==> src/rtl/alu_reservation_station.sv <==
// Integer ALU reservation station: holds decoded micro-ops until both operands
// are valid, snoops the CDB for wakeups and issues one ready op per cycle.
module alu_reservation_station #(
  parameter int DATA_W  = 32,
  parameter int TAG_W   = 4,
  parameter int OP_W    = 5,
  parameter int ENTRIES = 4
) (
  input  logic                                          clk,
  input  logic                                          rst,
  input  logic                                          aluEnable,
  input  logic [(TAG_W-1)+2*TAG_W+2*DATA_W+OP_W-1:0]    aluData,
  output logic                                          rsFull,
  input  logic                                          cdbValid,
  input  logic [TAG_W-1:0]                              cdbTag,
  input  logic [DATA_W-1:0]                             cdbData,
  input  logic                                          flush,
  output logic                                          issueValid,
  output logic [OP_W-1:0]                               issueOp,
  output logic [DATA_W-1:0]                             issueA,
  output logic [DATA_W-1:0]                             issueB,
  output logic [TAG_W-2:0]                              issueDest
);

  localparam logic [TAG_W-1:0] TAG_FREE = {1'b1, {(TAG_W-1){1'b0}}};
  localparam int IDX_W = (ENTRIES > 1) ? $clog2(ENTRIES) : 1;

  logic [ENTRIES-1:0] r_busy;
  logic [OP_W-1:0]    r_op   [ENTRIES];
  logic [DATA_W-1:0]  r_v1   [ENTRIES];
  logic [TAG_W-1:0]   r_q1   [ENTRIES];
  logic [DATA_W-1:0]  r_v2   [ENTRIES];
  logic [TAG_W-1:0]   r_q2   [ENTRIES];
  logic [TAG_W-2:0]   r_dest [ENTRIES];

  logic [OP_W-1:0]    w_in_op;
  logic [DATA_W-1:0]  w_in_v1;
  logic [TAG_W-1:0]   w_in_q1;
  logic [DATA_W-1:0]  w_in_v2;
  logic [TAG_W-1:0]   w_in_q2;
  logic [TAG_W-2:0]   w_in_dest;
  logic               w_cdb_live;
  logic               w_fwd1;
  logic               w_fwd2;
  logic               w_sel_valid;
  logic [IDX_W-1:0]   w_sel_idx;
  logic               w_alloc_valid;
  logic [IDX_W-1:0]   w_alloc_idx;

  assign w_in_op   = aluData[0 +: OP_W];
  assign w_in_v1   = aluData[OP_W +: DATA_W];
  assign w_in_q1   = aluData[OP_W+DATA_W +: TAG_W];
  assign w_in_v2   = aluData[OP_W+DATA_W+TAG_W +: DATA_W];
  assign w_in_q2   = aluData[OP_W+2*DATA_W+TAG_W +: TAG_W];
  assign w_in_dest = aluData[OP_W+2*DATA_W+2*TAG_W +: TAG_W-1];

  // A broadcast of tagFree must never match, so only tags with MSB clear are live.
  assign w_cdb_live = cdbValid && !cdbTag[TAG_W-1];
  assign w_fwd1     = w_cdb_live && (w_in_q1 == cdbTag);
  assign w_fwd2     = w_cdb_live && (w_in_q2 == cdbTag);
  assign rsFull     = &r_busy;

  // Lowest-index busy entry whose operands were both ready at the start of the cycle.
  always_comb begin
    w_sel_valid = 1'b0;
    w_sel_idx   = '0;
    for (int i = ENTRIES - 1; i >= 0; i--) begin
      if (r_busy[i] && (r_q1[i] == TAG_FREE) && (r_q2[i] == TAG_FREE)) begin
        w_sel_valid = 1'b1;
        w_sel_idx   = IDX_W'(i);
      end else begin
        w_sel_valid = w_sel_valid;
      end
    end
  end

  // Lowest-index free entry; a slot freed by this cycle's issue is not reused until next cycle.
  always_comb begin
    w_alloc_valid = 1'b0;
    w_alloc_idx   = '0;
    for (int i = ENTRIES - 1; i >= 0; i--) begin
      if (!r_busy[i]) begin
        w_alloc_valid = aluEnable && !rsFull;
        w_alloc_idx   = IDX_W'(i);
      end else begin
        w_alloc_idx = w_alloc_idx;
      end
    end
  end

  // Entry storage: flush wins, then issue-clear, allocation and CDB wakeup per entry.
  always_ff @(posedge clk or posedge rst) begin
    if (rst) begin
      r_busy <= '0;
      for (int i = 0; i < ENTRIES; i++) begin
        r_op[i]   <= '0;
        r_v1[i]   <= '0;
        r_q1[i]   <= TAG_FREE;
        r_v2[i]   <= '0;
        r_q2[i]   <= TAG_FREE;
        r_dest[i] <= '0;
      end
    end else if (flush) begin
      r_busy <= '0;
    end else begin
      for (int i = 0; i < ENTRIES; i++) begin
        if (w_sel_valid && (w_sel_idx == IDX_W'(i))) begin
          r_busy[i] <= 1'b0;
        end else if (w_alloc_valid && (w_alloc_idx == IDX_W'(i))) begin
          r_busy[i] <= 1'b1;
          r_op[i]   <= w_in_op;
          r_dest[i] <= w_in_dest;
          r_v1[i]   <= w_fwd1 ? cdbData : w_in_v1;
          r_q1[i]   <= w_fwd1 ? TAG_FREE : w_in_q1;
          r_v2[i]   <= w_fwd2 ? cdbData : w_in_v2;
          r_q2[i]   <= w_fwd2 ? TAG_FREE : w_in_q2;
        end else if (r_busy[i]) begin
          if (w_cdb_live && (r_q1[i] == cdbTag)) begin
            r_v1[i] <= cdbData;
            r_q1[i] <= TAG_FREE;
          end else begin
            r_q1[i] <= r_q1[i];
          end
          if (w_cdb_live && (r_q2[i] == cdbTag)) begin
            r_v2[i] <= cdbData;
            r_q2[i] <= TAG_FREE;
          end else begin
            r_q2[i] <= r_q2[i];
          end
        end else begin
          r_busy[i] <= 1'b0;
        end
      end
    end
  end

  // Issue bus registers toward the ALU.
  always_ff @(posedge clk or posedge rst) begin
    if (rst) begin
      issueValid <= 1'b0;
      issueOp    <= '0;
      issueA     <= '0;
      issueB     <= '0;
      issueDest  <= '0;
    end else if (flush) begin
      issueValid <= 1'b0;
    end else if (w_sel_valid) begin
      issueValid <= 1'b1;
      issueOp    <= r_op[w_sel_idx];
      issueA     <= r_v1[w_sel_idx];
      issueB     <= r_v2[w_sel_idx];
      issueDest  <= r_dest[w_sel_idx];
    end else begin
      issueValid <= 1'b0;
    end
  end

endmodule

==> config.mk <==
export PLATFORM = sky130hd
export DESIGN_NAME = alu_reservation_station
export DESIGN_NICKNAME = d
export VERILOG_FILES = /design/src/rtl/alu_reservation_station.sv
export SDC_FILE = /design/constraint.sdc
export NUM_CORES = 1
export LEC_CHECK = 0
export BUFFER_PORTS_ARGS = -buffer_cell sky130_fd_sc_hd__buf_4
export CORE_ASPECT_RATIO = 1.2
export CORE_UTILIZATION = 35
export CTS_BUF_LIST = sky130_fd_sc_hd__clkbuf_2 sky130_fd_sc_hd__clkbuf_4 sky130_fd_sc_hd__clkbuf_8
export DETAILED_ROUTE_END_ITERATION = 16
export SLEW_MARGIN = 20
export SYNTH_ARGS = -nofsm -noshare
export SYNTH_HDL_FRONTEND = slang
export SYNTH_SLANG_ARGS = --single-unit
export TNS_END_PERCENT = 50
==> constraint.sdc <==
create_clock -name clk -period 29.5 [get_ports clk]
set_clock_uncertainty 0.15 [all_clocks]
set_input_delay 5.9 -clock clk [delete_from_list [all_inputs] [get_ports clk]]
set_output_delay 5.9 -clock clk [all_outputs]
set_load 0.1 [all_outputs]
==> results of run 1 <==
synth_stat cells (17+ instances only):
library cell	n	area (um^2)
dfrtp_1	389	9730
o221ai_1	35	307
clkbuf_1	86	323
a41oi_1	17	149
a21oi_1	240	1200
xnor2_1	24	210
a31oi_1	52	325
o21ai_0	101	505
a221oi_1	31	272
buf_2	58	290
mux2i_1	256	2560
nand2_1	170	638
nand3_1	18	90.1
mux2_2	24	270
nor2_1	274	1030
a22o_1	18	158
through the flow:
| stage | instances | hold WS, ns |
|---|---|---|
| after floorplan | 1964 | 0.300 |
| after global placement | 2726 | 0.312 |
| after detailed placement | 2726 | 0.320 |
| after CTS | 2840 | 0.333 |
| after global routing | 2843 | 0.350 |
| final | 2843 | 0.329 |
power groups by stage:
stage | combinational (W) | clock [W] | sequential, W
CTS | 0.000767 | 0.000529 | 0.000817
global route | 0.000810 | 0.000554 | 0.000837
floorplan | 0.000226 | 0 | 0.00115
finish | 0.000763 | 0.000519 | 0.000819
detailed placement | 0.000766 | 0 | 0.000825
global placement | 0.000754 | 0 | 0.000822
registers in the layout, summed over array words and instances (netlist names):
| name | cells |
|---|---|
| r_q2 | 16 |
| issueA | 32 |
| r_v2 | 128 |
| r_v1 | 128 |
| r_op | 20 |
| issueOp | 5 |
| r_busy | 4 |
| r_dest | 12 |
| r_q1 | 16 |
| issueDest | 3 |
| issueValid | 1 |
| issueB | 32 |
cells by family (layout without fill, tap and decap cells):
group / count (synthesis) / count (layout) / share of synthesized area, %
AOI/OAI and AO/OA: 532 / 532 / 16.7
and+or+nand+nor: 521 / 521 / 11.6
DFF: 397 / 397 / 50.5
muxes: 288 / 288 / 14.8
buffers and inverters: 196 / 353 / 5.02
xor gates and xnor gates: 30 / 30 / 1.33
other: 0 / 2 / 0
per-layer routing:
layer / vias to the layer above / GRT usage, % / part of all wire (%)
li1: 7228 / - / -
met1: 8171 / 29.7 / 42
met2: 605 / 38.3 / 49
met3: 117 / 3.85 / 6.4
met4: 0 / 9.40 / 3.0
met5: - / 0 / 0
path summary, 6_finish.rpt:
check,startpoint,endpoint,slack (ns),cells after the start
max,flush,r_q1[1],21.36,8
min,r_v1[108],r_v1[108],0.33,2
max reg2reg,r_q2[5],issueA[29],25.52,7
min reg2reg,r_v1[108],r_v1[108],0.33,2
max in group asynchronous,rst,r_v2[79],22.15,3
min in group asynchronous,rst,issueOp[1],5.27,2
layout make-up:
cell class,count,area share (%)
repair buffers,227,7.54
inverters,12,0.229
well taps,720,3.93
clock inverters,12,0.436
diodes,2,0.0218
flip-flops and latches,397,43.3
multi-input cells,1371,38.9
clock buffers,102,5.63
worst min-delay path, delay by kind of cell (launching register included):
family | cells | cell delay [ns]
and+or+nand+nor | 1 | 0.05
DFF | 1 | 0.34
AOI/OAI and AO/OA | 1 | 0.06
==> flow_summary.yaml, run 1 <==
run_status:
  outcome: "completed"
sta:
  max_freq_mhz: 123
  finalCriticalPeriod_ns: 8.14
  post-route-period-util_pct: 27.6
  max_slew.worst_pin.slew_ns: 1.15
  tns_ns: 0
  drv_slew: 0
  setup_ws_ns: 21.36
  final_hold_viol_count: 0
  rsz0062_at_grt: "false"
  timing.slew.headroom_pct: 22.8
  setup_viol: 0
pwr:
  peakVddDrop_uv: 67.9
  power.share.clock_pct: 24.7
  p_sw_share_pct: 43.5
  power_density_nw_per_um2: 91.6
  seqPwrFrac_pct: 39.0
  p_sw_w: 0.000914
  leakage_nw: 10.3
  power_frac_comb_pct: 36.3
  power_w: 0.00210
  p_int_w: 0.00119
die:
  rows: 94
  start_util_pct: 35.7
  die_area_um2: 57200
  ios: 195
  coreArea_um2: 55200
  die_h_um: 262
  chipWidth_um: 219
routing:
  route.detailed.drc: 0
  wl_um: 65600
  via_count: 16100
  dr.pass1.iters: 6
  drt_iter0_markers: 1311
  viasPerCell: 5.67
  drtAntennaViolNets: 0
  wl_per_cell_um: 23.1
flow_run:
  maxCapViolCount: 0
critical_path:
  crit_family: "buffers and inverters"
  required_ns: 29.85
  startpoint_type: "input port"
  cp_max_fo: 57
  cp.arrival_ns: 8.49
  crit_type: "in -> reg"
  worstPathCellList: "buf_4 > buf_4 > nor4_2 > buf_4 > o21bai_4 > buf_4 > inv_1 > a22o_1"
  worst_path_largest_cell_delay_ns: 0.53
  endpoint_kind: "register"
  crit_path_frequent_cell: "buf_4"
  cp_slowest_cell: "buf_4"
  worst-path-buf-inv: 5
place:
  place_ws_ns: 20.77
  place_area_um2: 21500
  gp_congestion: 0.831
  port_buffers: 194
  dp_hpwl_um: 40000
clock_tree:
  cts_root_buf: "clkbuf_8"
  cts_setup_buffers: 0
  hold_buffers: 0
  cts_tree: "yes"
  htree_levels: 3
  clock_sinks: 397
  clkTransAtPathRegs_ns: 0.06
  cts_buffers: 68
  post_cts_resized: 0
  clk_latency_ns: 0.62
  cts_buffer_depth: 3
global_routing:
  grt_max_degree: 182
  grt_pass1_wl_um: 100000
  grt_pass1_vias: 16400
  grt-ovfl-total: 0
  grt_use_total_pct: 23.0
  antenna_found_initial: 2
final_layout:
  layout-drive-gt1-share_pct: 19.4
  multiInputGateArea_um2: 8930
  fin_util_pct: 41.6
  layout.area.seq_um2: 9940
  area_delta_synth_final_pct: 16.6
  fin_area_um2: 23000
  final_common_cell: "dfrtp_1"
  final_cell_mix: "dfrtp_1, nor2_1, mux2i_1"
  num-fill-cells: 5311
  nNetsFinal: 2198
logic_synthesis:
  ys_types: 59
  synth_ff_type: "dfrtp_1"
  synth_edf_count: 0
  synthArstFlopShare_pct: 100
  syn_area_um2: 19700
  synth_nets: 2085
  syn-instance-count: 1964
  seq_area_frac_synth_pct: 50.5
  syn_area_per_cell_um2: 10.0
  ys_seq_elements: 397
  ys_warn_count: 0
worst_hold_path:
  hp-class: "reg -> reg"
No activity file was read; power rests on OpenSTA's default activity.
==> inputs of run 2 (changes only) <==
--- a/config.mk
+++ b/config.mk
@@ -5,6 +5,7 @@
 export SDC_FILE = /design/constraint.sdc
 export NUM_CORES = 1
 export LEC_CHECK = 0
+export ABC_AREA = 1
 export BUFFER_PORTS_ARGS = -buffer_cell sky130_fd_sc_hd__buf_4
 export CORE_ASPECT_RATIO = 1.2
 export CORE_UTILIZATION = 35
==> constraint.sdc (replaced) <==
create_clock -name clk -period 7.7 [get_ports clk]
set_clock_uncertainty 0.15 [all_clocks]
set_input_delay 1.54 -clock clk [delete_from_list [all_inputs] [get_ports clk]]
set_output_delay 1.54 -clock clk [all_outputs]
set_load 0.1 [all_outputs]
==> flow_summary.yaml, run 2 <==
final_layout:
  reg_top3: "r_v1 (128), r_v2 (128)"
  nNetsFinal: 3340
  layout-drive-gt1-share_pct: 12.5
  num-fill-cells: 6638
  final_cell_mix: "nand2_1, nand3_1, dfrtp_1"
  area_delta_synth_final_pct: 15.6
  final_common_cell: "nand2_1"
sta:
  post-route-period-util_pct: 56.6
  finalCriticalPeriod_ns: 4.35
  setup_viol: 0
  final_hold_viol_count: 0
  rsz0062_at_grt: "false"
  tns_ns: 0
  max_slew.worst_pin.slew_ns: 1.17
  timing.hold.ws_ns: 0.329
  max_freq_mhz: 230
  drv_slew: 0
  timing.slew.headroom_pct: 22.1
place:
  dp_hpwl_um: 49900
  gp_congestion: 0.874
  port_buffers: 194
pwr:
  power_density_nw_per_um2: 307
  peakVddDrop_uv: 350
  leakage_nw: 13.0
clock_tree:
  htree_levels: 3
  cts_root_buf: "clkbuf_8"
  cts_tree: "yes"
  post_cts_resized: 0
  cts_buffers: 69
  hold_buffers: 0
  clk_latency_ns: 0.67
  clock_sinks: 397
  cts_setup_buffers: 0
  clkTransAtPathRegs_ns: 0.07
  cts_buffer_depth: 3
die:
  rows: 100
  die_h_um: 276
  start_util_pct: 35.4
  chipWidth_um: 231
  die_area_um2: 63700
  ios: 195
  coreArea_um2: 62100
critical_path:
  required_ns: 8.04
  startpoint_type: "input port"
  endpoint_kind: "register"
  cp.arrival_ns: 4.70
  crit_type: "in -> reg"
  cp_max_fo: 40
routing:
  wl_um: 87800
  dr.pass1.iters: 8
  viasPerCell: 5.54
  drtAntennaViolNets: 0
  drt_iter0_markers: 2576
  wl_per_cell_um: 21.5
  route.detailed.drc: 0
  via_count: 22600
logic_synthesis:
  synthArstFlopShare_pct: 100
  yosysTopAreaCell: "dfrtp_1"
  ys_seq_elements: 397
  syn_area_um2: 21900
  ys_types: 28
  synth_nets: 3246
  seq_area_frac_synth_pct: 45.3
  synth.most_common_cell: "nand2_1"
  ys_warn_count: 0
  syn_area_per_cell_um2: 7.02
  synth_top_area_share_pct: 44.3
  synth_ff_type: "dfrtp_1"
  syn-instance-count: 3125
  synth_edf_count: 0
  synthTopCellsByCount: "nand2_1, nand3_1, dfrtp_1"
  synth_area_leaders: "dfrtp_1, nand2_1, nand3_1"
global_routing:
  grt_pass1_vias: 21900
  grt_pass1_wl_um: 133000
  antenna_found_initial: 3
  grt-ovfl-total: 0
  grt_use_total_pct: 27.3
  grt_max_degree: 168
flow_run:
  maxCapViolCount: 0
worst_hold_path:
  hp-class: "reg -> reg"
run_status:
  outcome: "completed"
==> run 2: layer usage <==
| metal | routed length (um) | track usage [%] | vias up |
|---|---|---|---|
| met5 | 9 | 0 | - |
| met4 | 3600 | 12.3 | 2 |
| met3 | 8120 | 4.50 | 218 |
| met2 | 39600 | 42.5 | 1234 |
| met1 | 36500 | 37.0 | 10700 |
| li1 | - | - | 10400 |
==> run 2: path summary, 6_finish.rpt <==
kind | from | to | slack [ns] | cells after the start
max | flush | r_q2[5] | 3.35 | 6
max reg2reg | r_q1[11] | r_q1[3] | 3.43 | 11
max in group asynchronous | rst | r_v2[127] | 5.09 | 3
min | r_v1[93] | r_v1[93] | 0.33 | 2
min reg2reg | r_v1[93] | r_v1[93] | 0.33 | 2
min in group asynchronous | rst | r_v1[99] | 0.86 | 2
==> run 2: kinds of logic after synthesis <==
group | synth area share (%)
DFF | 45.3
buffers and inverters | 7.13
AOI/OAI and AO/OA | 9.14
xor gates and xnor gates | 0.838
and+or+nand+nor | 37.6
==> run 2: final cells by class <==
cell class / count / area [um^2] / area share [%]
sequential: 397 / 9940 / 39.2
clock buffer: 111 / 1370 / 5.40
inverter: 158 / 601 / 2.37
timing repair buffer: 235 / 1790 / 7.05
clock inverter: 11 / 92.6 / 0.365
antenna: 2 / 5.00 / 0.0197
multi-input combinational: 2358 / 10600 / 41.6
tap: 816 / 1020 / 4.02
==> run 2: worst max-delay path, cell delays in order <==
cell	delay, ns
buf_4	0.13
inv_1	0.66
nand2_2	0.67
buf_4	0.53
nor2_4	0.97
o21ai_0	0.17
==> run 2: where the power goes <==
part           switching (W)  total (W)  internal (W)
Clock               0.000939    0.00210       0.00116
Sequential          0.000317    0.00291       0.00259
Combinational        0.00215    0.00277      0.000628
Total                0.00340    0.00778       0.00438
==> run 2: per-stage QoR <==
stage          total power, W  utilization (%)  setup WS [ns]  area, um^2  cells
6_report              0.00778             40.9           3.35       25400   4088
5_1_grt               0.00813             40.9           3.32       25400   4088
4_1_cts               0.00781             40.9           3.48       25400   4086
3_5_place_dp          0.00570             38.5           2.79       23900   3964
3_3_place_gp          0.00569             38.5           2.84       23900   3964
2_1_floorplan         0.00498                -          0.673       22000   3125
